`src/rtl/lsu_pkg.sv`:
```
// lsu_pkg: FSM states, RV32I load/store funct3 encodings and the access-size decode
// shared by the load/store unit and its load formatter.
package lsu_pkg;
    typedef enum logic [1:0] {IDLE, REQ, RESP, DONE} state_e;
    typedef enum logic [1:0] {SZ_B, SZ_H, SZ_W} size_e;
    localparam logic [2:0] F3_B  = 3'b000;
    localparam logic [2:0] F3_H  = 3'b001;
    localparam logic [2:0] F3_W  = 3'b010;
    localparam logic [2:0] F3_BU = 3'b100;
    localparam logic [2:0] F3_HU = 3'b101;
    // Anything that is not a byte or halfword encoding is handled as a word.
    function automatic size_e access_size(input logic [2:0] f3);
        return f3[1:0] == F3_B[1:0] ? SZ_B : f3[1:0] == F3_H[1:0] ? SZ_H : SZ_W;
    endfunction
endpackage

```
`src/rtl/load_store_unit_if.sv`:
```
// load_store_unit_if: valid/ready data-memory bus; the LSU is master, memory is slave.
interface load_store_unit_if #(parameter int ADDR_WIDTH = 32);
    logic                  mem_req_valid;
    logic                  mem_req_ready;
    logic                  mem_we;
    logic [ADDR_WIDTH-1:0] mem_addr;
    logic [31:0]           mem_wdata;
    logic [3:0]            mem_be;
    logic                  mem_rsp_valid;
    logic [31:0]           mem_rdata;
    modport master (
        output mem_req_valid, mem_we, mem_addr, mem_wdata, mem_be,
        input  mem_req_ready, mem_rsp_valid, mem_rdata
    );
    modport slave (
        input  mem_req_valid, mem_we, mem_addr, mem_wdata, mem_be,
        output mem_req_ready, mem_rsp_valid, mem_rdata
    );
endinterface

```
`src/rtl/load_formatter.sv`:
```
// load_formatter: selects the addressed byte/halfword of a read word and sign/zero-extends it.
module load_formatter
    import lsu_pkg::*;
(
    input  logic [31:0] rdata,
    input  logic [1:0]  a,
    input  logic [2:0]  funct3,
    output logic [31:0] data
);
    logic [7:0]  b;
    logic [15:0] h;
    logic        sgn;
    size_e       sz;
    always_comb begin
        sz   = access_size(funct3);
        sgn  = funct3 != F3_BU && funct3 != F3_HU;
        b    = rdata[{a, 3'b000} +: 8];
        h    = a[1] ? rdata[31:16] : rdata[15:0];
        data = sz == SZ_B ? {{24{sgn & b[7]}}, b} : sz == SZ_H ? {{16{sgn & h[15]}}, h} : rdata;
    end
endmodule

```
`src/rtl/load_store_unit.sv`:
```
// load_store_unit: RV32I memory-stage LSU driving a valid/ready data bus and stalling the pipeline.
// Define LSU_MISALIGN_TRAP_EN to suppress misaligned accesses and flag them on MisalignM.
module load_store_unit
    import lsu_pkg::*;
#(
    parameter int ADDR_WIDTH = 32,
    parameter int DATA_WIDTH = 32
) (
    input  logic                  clk,
    input  logic                  rst,
    input  logic                  MemReadM,
    input  logic                  MemWriteM,
    input  logic [2:0]            Funct3M,
    input  logic [ADDR_WIDTH-1:0] ALUResultM,
    input  logic [31:0]           WriteDataM,
    output logic                  StallM,
    output logic [31:0]           ReadDataM,
    output logic                  MisalignM,
    load_store_unit_if.master     mem
);
    localparam int BE_W = DATA_WIDTH / 8;
    state_e                state_q;
    logic                  req_valid_q, we_q, mis_q;
    logic [ADDR_WIDTH-1:0] addr_q;
    logic [31:0]           wdata_q, rdata_q, fmt_data;
    logic [BE_W-1:0]       be_q, be_d;
    logic [31:0]           wdata_d;
    logic [2:0]            f3_q;
    logic [1:0]            alo_q, alo;
    logic                  access, misalign_d;
    size_e                 sz;
    always_comb begin
        access  = MemReadM | MemWriteM;
        sz      = access_size(Funct3M);
        alo     = ALUResultM[1:0];
        be_d    = sz == SZ_B ? BE_W'(4'b0001 << alo) : sz == SZ_H ? BE_W'(4'b0011 << {alo[1], 1'b0}) : '1;
        wdata_d = sz == SZ_B ? {4{WriteDataM[7:0]}} : sz == SZ_H ? {2{WriteDataM[15:0]}} : WriteDataM;
`ifdef LSU_MISALIGN_TRAP_EN
        misalign_d = (sz == SZ_H && alo[0]) || (sz == SZ_W && alo != 2'b00);
`else
        misalign_d = 1'b0;
`endif
        StallM = !rst && ((state_q == IDLE && access) || state_q == REQ || state_q == RESP);
    end
    load_formatter u_fmt (.rdata(mem.mem_rdata), .a(alo_q), .funct3(f3_q), .data(fmt_data));
    always_ff @(posedge clk or posedge rst) begin
        if (rst) begin
            state_q     <= IDLE;
            req_valid_q <= 1'b0;
            we_q        <= 1'b0;
            mis_q       <= 1'b0;
            addr_q      <= '0;
            wdata_q     <= '0;
            be_q        <= '0;
            rdata_q     <= '0;
            f3_q        <= '0;
            alo_q       <= '0;
        end else begin
            mis_q <= 1'b0;
            case (state_q)
                IDLE: if (access) begin
                    addr_q  <= {ALUResultM[ADDR_WIDTH-1:2], 2'b00};
                    alo_q   <= alo;
                    f3_q    <= Funct3M;
                    we_q    <= MemWriteM;
                    be_q    <= be_d;
                    wdata_q <= wdata_d;
                    // A trapped access skips the bus and spends its DONE cycle flagging.
                    if (misalign_d) begin
                        state_q <= DONE;
                        mis_q   <= 1'b1;
                    end else begin
                        state_q     <= REQ;
                        req_valid_q <= 1'b1;
                    end
                end
                REQ: if (mem.mem_req_ready) begin
                    req_valid_q <= 1'b0;
                    state_q     <= we_q ? DONE : RESP;
                end
                RESP: if (mem.mem_rsp_valid) begin
                    rdata_q <= fmt_data;
                    state_q <= DONE;
                end
                default: state_q <= IDLE;
            endcase
        end
    end
    assign mem.mem_req_valid = req_valid_q;
    assign mem.mem_we        = we_q;
    assign mem.mem_addr      = addr_q;
    assign mem.mem_wdata     = wdata_q;
    assign mem.mem_be        = be_q;
    assign ReadDataM         = rdata_q;
    assign MisalignM         = mis_q;
endmodule

```
`src/flat_wrapper.sv`:
```
// flat-port wrapper written by rule: the top's interface ports become plain ports
module load_store_unit_flat import lsu_pkg::*;
#(
    parameter int ADDR_WIDTH = 32,
    parameter int DATA_WIDTH = 32
)
  (clk, rst, MemReadM, MemWriteM, Funct3M, ALUResultM, WriteDataM, StallM, ReadDataM, MisalignM, mem_mem_req_valid, mem_mem_we, mem_mem_addr, mem_mem_wdata, mem_mem_be, mem_mem_req_ready, mem_mem_rsp_valid, mem_mem_rdata);
  load_store_unit_if #(.ADDR_WIDTH(ADDR_WIDTH)) mem_i ();
  input  logic clk;
  input  logic rst;
  input  logic MemReadM;
  input  logic MemWriteM;
  input  logic [2:0] Funct3M;
  input  logic [ADDR_WIDTH-1:0] ALUResultM;
  input  logic [31:0] WriteDataM;
  output logic StallM;
  output logic [31:0] ReadDataM;
  output logic MisalignM;
  output wire logic [$bits(mem_i.mem_req_valid)-1:0] mem_mem_req_valid;
  output wire logic [$bits(mem_i.mem_we)-1:0] mem_mem_we;
  output wire logic [$bits(mem_i.mem_addr)-1:0] mem_mem_addr;
  output wire logic [$bits(mem_i.mem_wdata)-1:0] mem_mem_wdata;
  output wire logic [$bits(mem_i.mem_be)-1:0] mem_mem_be;
  input wire logic [$bits(mem_i.mem_req_ready)-1:0] mem_mem_req_ready;
  input wire logic [$bits(mem_i.mem_rsp_valid)-1:0] mem_mem_rsp_valid;
  input wire logic [$bits(mem_i.mem_rdata)-1:0] mem_mem_rdata;
  assign mem_mem_req_valid = mem_i.mem_req_valid;
  assign mem_mem_we = mem_i.mem_we;
  assign mem_mem_addr = mem_i.mem_addr;
  assign mem_mem_wdata = mem_i.mem_wdata;
  assign mem_mem_be = mem_i.mem_be;
  assign mem_i.mem_req_ready = mem_mem_req_ready;
  assign mem_i.mem_rsp_valid = mem_mem_rsp_valid;
  assign mem_i.mem_rdata = mem_mem_rdata;
  load_store_unit #(.ADDR_WIDTH(ADDR_WIDTH), .DATA_WIDTH(DATA_WIDTH)) u_core (.clk(clk), .rst(rst), .MemReadM(MemReadM), .MemWriteM(MemWriteM), .Funct3M(Funct3M), .ALUResultM(ALUResultM), .WriteDataM(WriteDataM), .StallM(StallM), .ReadDataM(ReadDataM), .MisalignM(MisalignM), .mem(mem_i));
endmodule
```
`config.mk`:
```
export PLATFORM = sky130hd
export DESIGN_NAME = load_store_unit_flat
export DESIGN_NICKNAME = d
export VERILOG_FILES = /design/src/rtl/lsu_pkg.sv /design/src/rtl/load_store_unit_if.sv /design/src/rtl/load_formatter.sv /design/src/rtl/load_store_unit.sv /design/src/flat_wrapper.sv
export SDC_FILE = /design/constraint.sdc
export NUM_CORES = 1
export LEC_CHECK = 0
export CAP_MARGIN = 15
export CORE_MARGIN = 3
export CORE_UTILIZATION = 40
export CTS_CLUSTER_SIZE = 12
export DETAILED_ROUTE_END_ITERATION = 10
export GPL_TIMING_DRIVEN = 0
export PLACE_DENSITY = 0.75
export SKIP_CTS_REPAIR_TIMING = 1
export SYNTH_ARGS = -nofsm -noshare
export SYNTH_HDL_FRONTEND = slang
export SYNTH_SLANG_ARGS = --single-unit
```
`constraint.sdc`:
```
create_clock -name clk -period 9.2 [get_ports clk]
set_input_delay 1.38 -clock clk [delete_from_list [all_inputs] [get_ports clk]]
set_output_delay 1.38 -clock clk [all_outputs]
set_load 0.05 [all_outputs]
```
==> results.cfg <==
[pwr]
vdd_drop_max_mv = 0.274
swShare = 0.493
internal-power_mw = 1.69
combPwrFrac = 0.619
powerDensity_mw_per_mm2 = 427
pwr-share-clk = 0.125
seq_power_share = 0.257
p_leak_nw = 3.30
switchingPower_mw = 1.65

[sta]
finalSetupTns_ns = 0
worst_pin_slew_ns = 0.697
skew_ns = 0.00691
period_share = 0.540
fin_hold_ws_ns = 0.480
setup_slack_ns = 4.23
finalMaxSlewViolations = 0
fin_crit_ns = 4.97
maxSlewHeadroom = 0.535
hold_viol = 0
setup_violations = 0
rsz0062_at_grt = no
fmax_mhz = 201

[grt]
grt_usage = 0.229
grt_start_max_net_pins = 56
grt_pass1_vias = 4872
grt_pass1_wl_microns = 25800
antenna_found_initial = 0
gr-total-overflow = 0

[placed_design]
dp_hpwl_microns = 12400
io_buffers = 205
post_dp_cell_area_sq_mm = 0.00751
dp_cells = 848
dp_slack_ns = 4.17
gp_congestion = 0.915

[yosys]
synth_seq_cells = 107
synth_async_sr_flop_share = 1.00
ys.flop_type = dfrtp_1
seq_area_frac_synth = 0.514
synth_edf_count = 0
ys_warn_count = 0
yosysUniqueCellTypes = 41
synth_area_per_cell_sq_um = 11.1
syn_inst = 468
syn_area_sq_mm = 0.00520

[cells_and_area]
mostFrequentLayoutCells = clkdlybuf4s50_1 (205), dfrtp_1 (107), mux2_2 (44), nand2_1 (40), o21ai_0 (37)
fin_cells = 864
layout-drive-gt1-share = 0.146
final_common_cell = clkdlybuf4s50_1
n_antenna_cell = 0
syn2layout_area_growth_pct = 50.4
finalNetCount = 796
nFillCells = 1057
final_area_sq_mm = 0.00783

[setup_path]
start_kind = input port
crit_required_ns = 7.82
critical_path_class = in -> out
arrival_ns = 3.59
reg2reg_from = u_core.state_q[0]
crit_start = MemWriteM
cp_max_fo = 10
endpoint_kind = primary output

[floorplan]
die_area_sq_mm = 0.0144
io_pins = 209
fp-row-count = 41
core_sq_mm = 0.0127
start_util = 0.411
die_x_microns = 120
die_h_microns = 120

[clocking]
path_clk_slew_ns = 0.07
cts_root_buffer = clkbuf_16
clk_latency_ns = 0.35
cts-buffers-inserted = 9
clk_path_buf_depth = 2
cts_tree = built
numClockSinks = 107
h-tree-depth = 3

[status]
status = complete, no violations

[detailed_routing]
drtIter0Drc = 331
num_vias = 4534
wire_per_inst_microns = 18.9
ant_nets = 0
dr.pass1.iters = 4
drc_errors = 0
via_per_inst = 5.25
routed_wl_microns = 16300

[job]
maxCapViolCount = 0

[min_path]
min_from = u_core.mem.mem_wdata[14]
hp-class = reg -> reg
final timing paths:
path / end / slack, ns / cells past startpoint
setup / recovery: StallM / 4.23 / 6
hold / removal: u_core.mem.mem_wdata[14] / 0.48 / 2
setup reg to reg: u_core.ReadDataM[14] / 7.14 / 7
hold reg to reg: u_core.mem.mem_wdata[14] / 0.48 / 2
max in group asynchronous: u_core.ReadDataM[17] / 6.99 / 3
min in group asynchronous: u_core.mem.mem_we / 1.51 / 2
power by group through the flow:
stage	logic, mW	clock network [mW]	registers (mW)
3_5_place_dp	2.07	0	0.863
6_report	2.07	0.417	0.857
3_3_place_gp	2.04	0	0.849
2_1_floorplan	0.603	0	1.62
4_1_cts	2.07	0.425	0.857
5_1_grt	2.17	0.445	0.887
stage by stage:
stage	utilization	total power, mW
finish	0.618	3.34
global route	0.618	3.50
CTS	0.618	3.36
detailed placement	0.593	2.93
global placement	0.590	2.89
floorplan	-	2.22
routing by layer:
layer | part of all wire | GRT usage | vias to the layer above
met1 | 0.39 | 0.269 | 2182
li1 | - | - | 2102
met5 | 0 | 0 | -
met4 | 0.025 | 0.0945 | 0
met2 | 0.48 | 0.381 | 224
met3 | 0.11 | 0.0825 | 26
sequential cells by signal, summed over array words and instances, names as in the netlist:
name                      cells
u_core.ReadDataM             32
u_core.alo_q                  2
u_core.f3_q                   3
u_core.mem.mem_addr          30
u_core.mem.mem_be             4
u_core.mem.mem_req_valid      1
u_core.mem.mem_wdata         32
u_core.mem.mem_we             1
u_core.state_q                2
final cells by class:
type / count / area [sq um] / share of cell area
flip-flops and latches: 107 / 2680 / 0.342
well taps: 172 / 215 / 0.0275
plain buffers: 38 / 193 / 0.0246
inverters: 6 / 25.0 / 0.00320
repair buffers: 206 / 2080 / 0.266
clock buffers: 11 / 233 / 0.0297
multi-input cells: 319 / 2320 / 0.296
clock inverters: 5 / 85.1 / 0.0109
critical path, stage by stage:
cell	delay, ns
clkdlybuf4s50_1	0.45
o21ai_1	0.35
buf_2	0.29
buf_2	0.28
a21oi_1	0.10
clkdlybuf4s50_1	0.72
cells by family (layout without fill, tap and decap cells):
| logic type | Yosys count | in the layout | share of synthesized area |
|---|---|---|---|
| buf+inv | 44 | 266 | 0.0413 |
| mux | 86 | 86 | 0.184 |
| simple gates | 112 | 112 | 0.108 |
| flops | 107 | 107 | 0.514 |
| fa+ha+maj | 4 | 4 | 0.00962 |
| other cells | 1 | 3 | 0.000720 |
| compound gates | 114 | 114 | 0.142 |
synthesized netlist by cell type (2+ instances only):
master | number | area share
a21oi_1 | 29 | 0.028
a221oi_1 | 7 | 0.012
a31oi_1 | 18 | 0.022
and3b_1 | 15 | 0.025
buf_1 | 2 | 0.0014
buf_2 | 16 | 0.015
buf_4 | 4 | 0.0058
buf_6 | 2 | 0.0043
clkbuf_1 | 14 | 0.010
dfrtp_1 | 107 | 0.51
ha_1 | 4 | 0.0096
inv_1 | 6 | 0.0043
mux2_1 | 15 | 0.032
mux2_2 | 44 | 0.095
mux2_4 | 2 | 0.0058
mux2i_1 | 24 | 0.046
nand2_1 | 40 | 0.029
nand2b_1 | 3 | 0.0036
nor2_1 | 36 | 0.026
nor2b_1 | 9 | 0.011
o21ai_0 | 37 | 0.036
o22ai_1 | 6 | 0.0072
o22ai_2 | 10 | 0.024
Power figures use the tool's default switching activity.
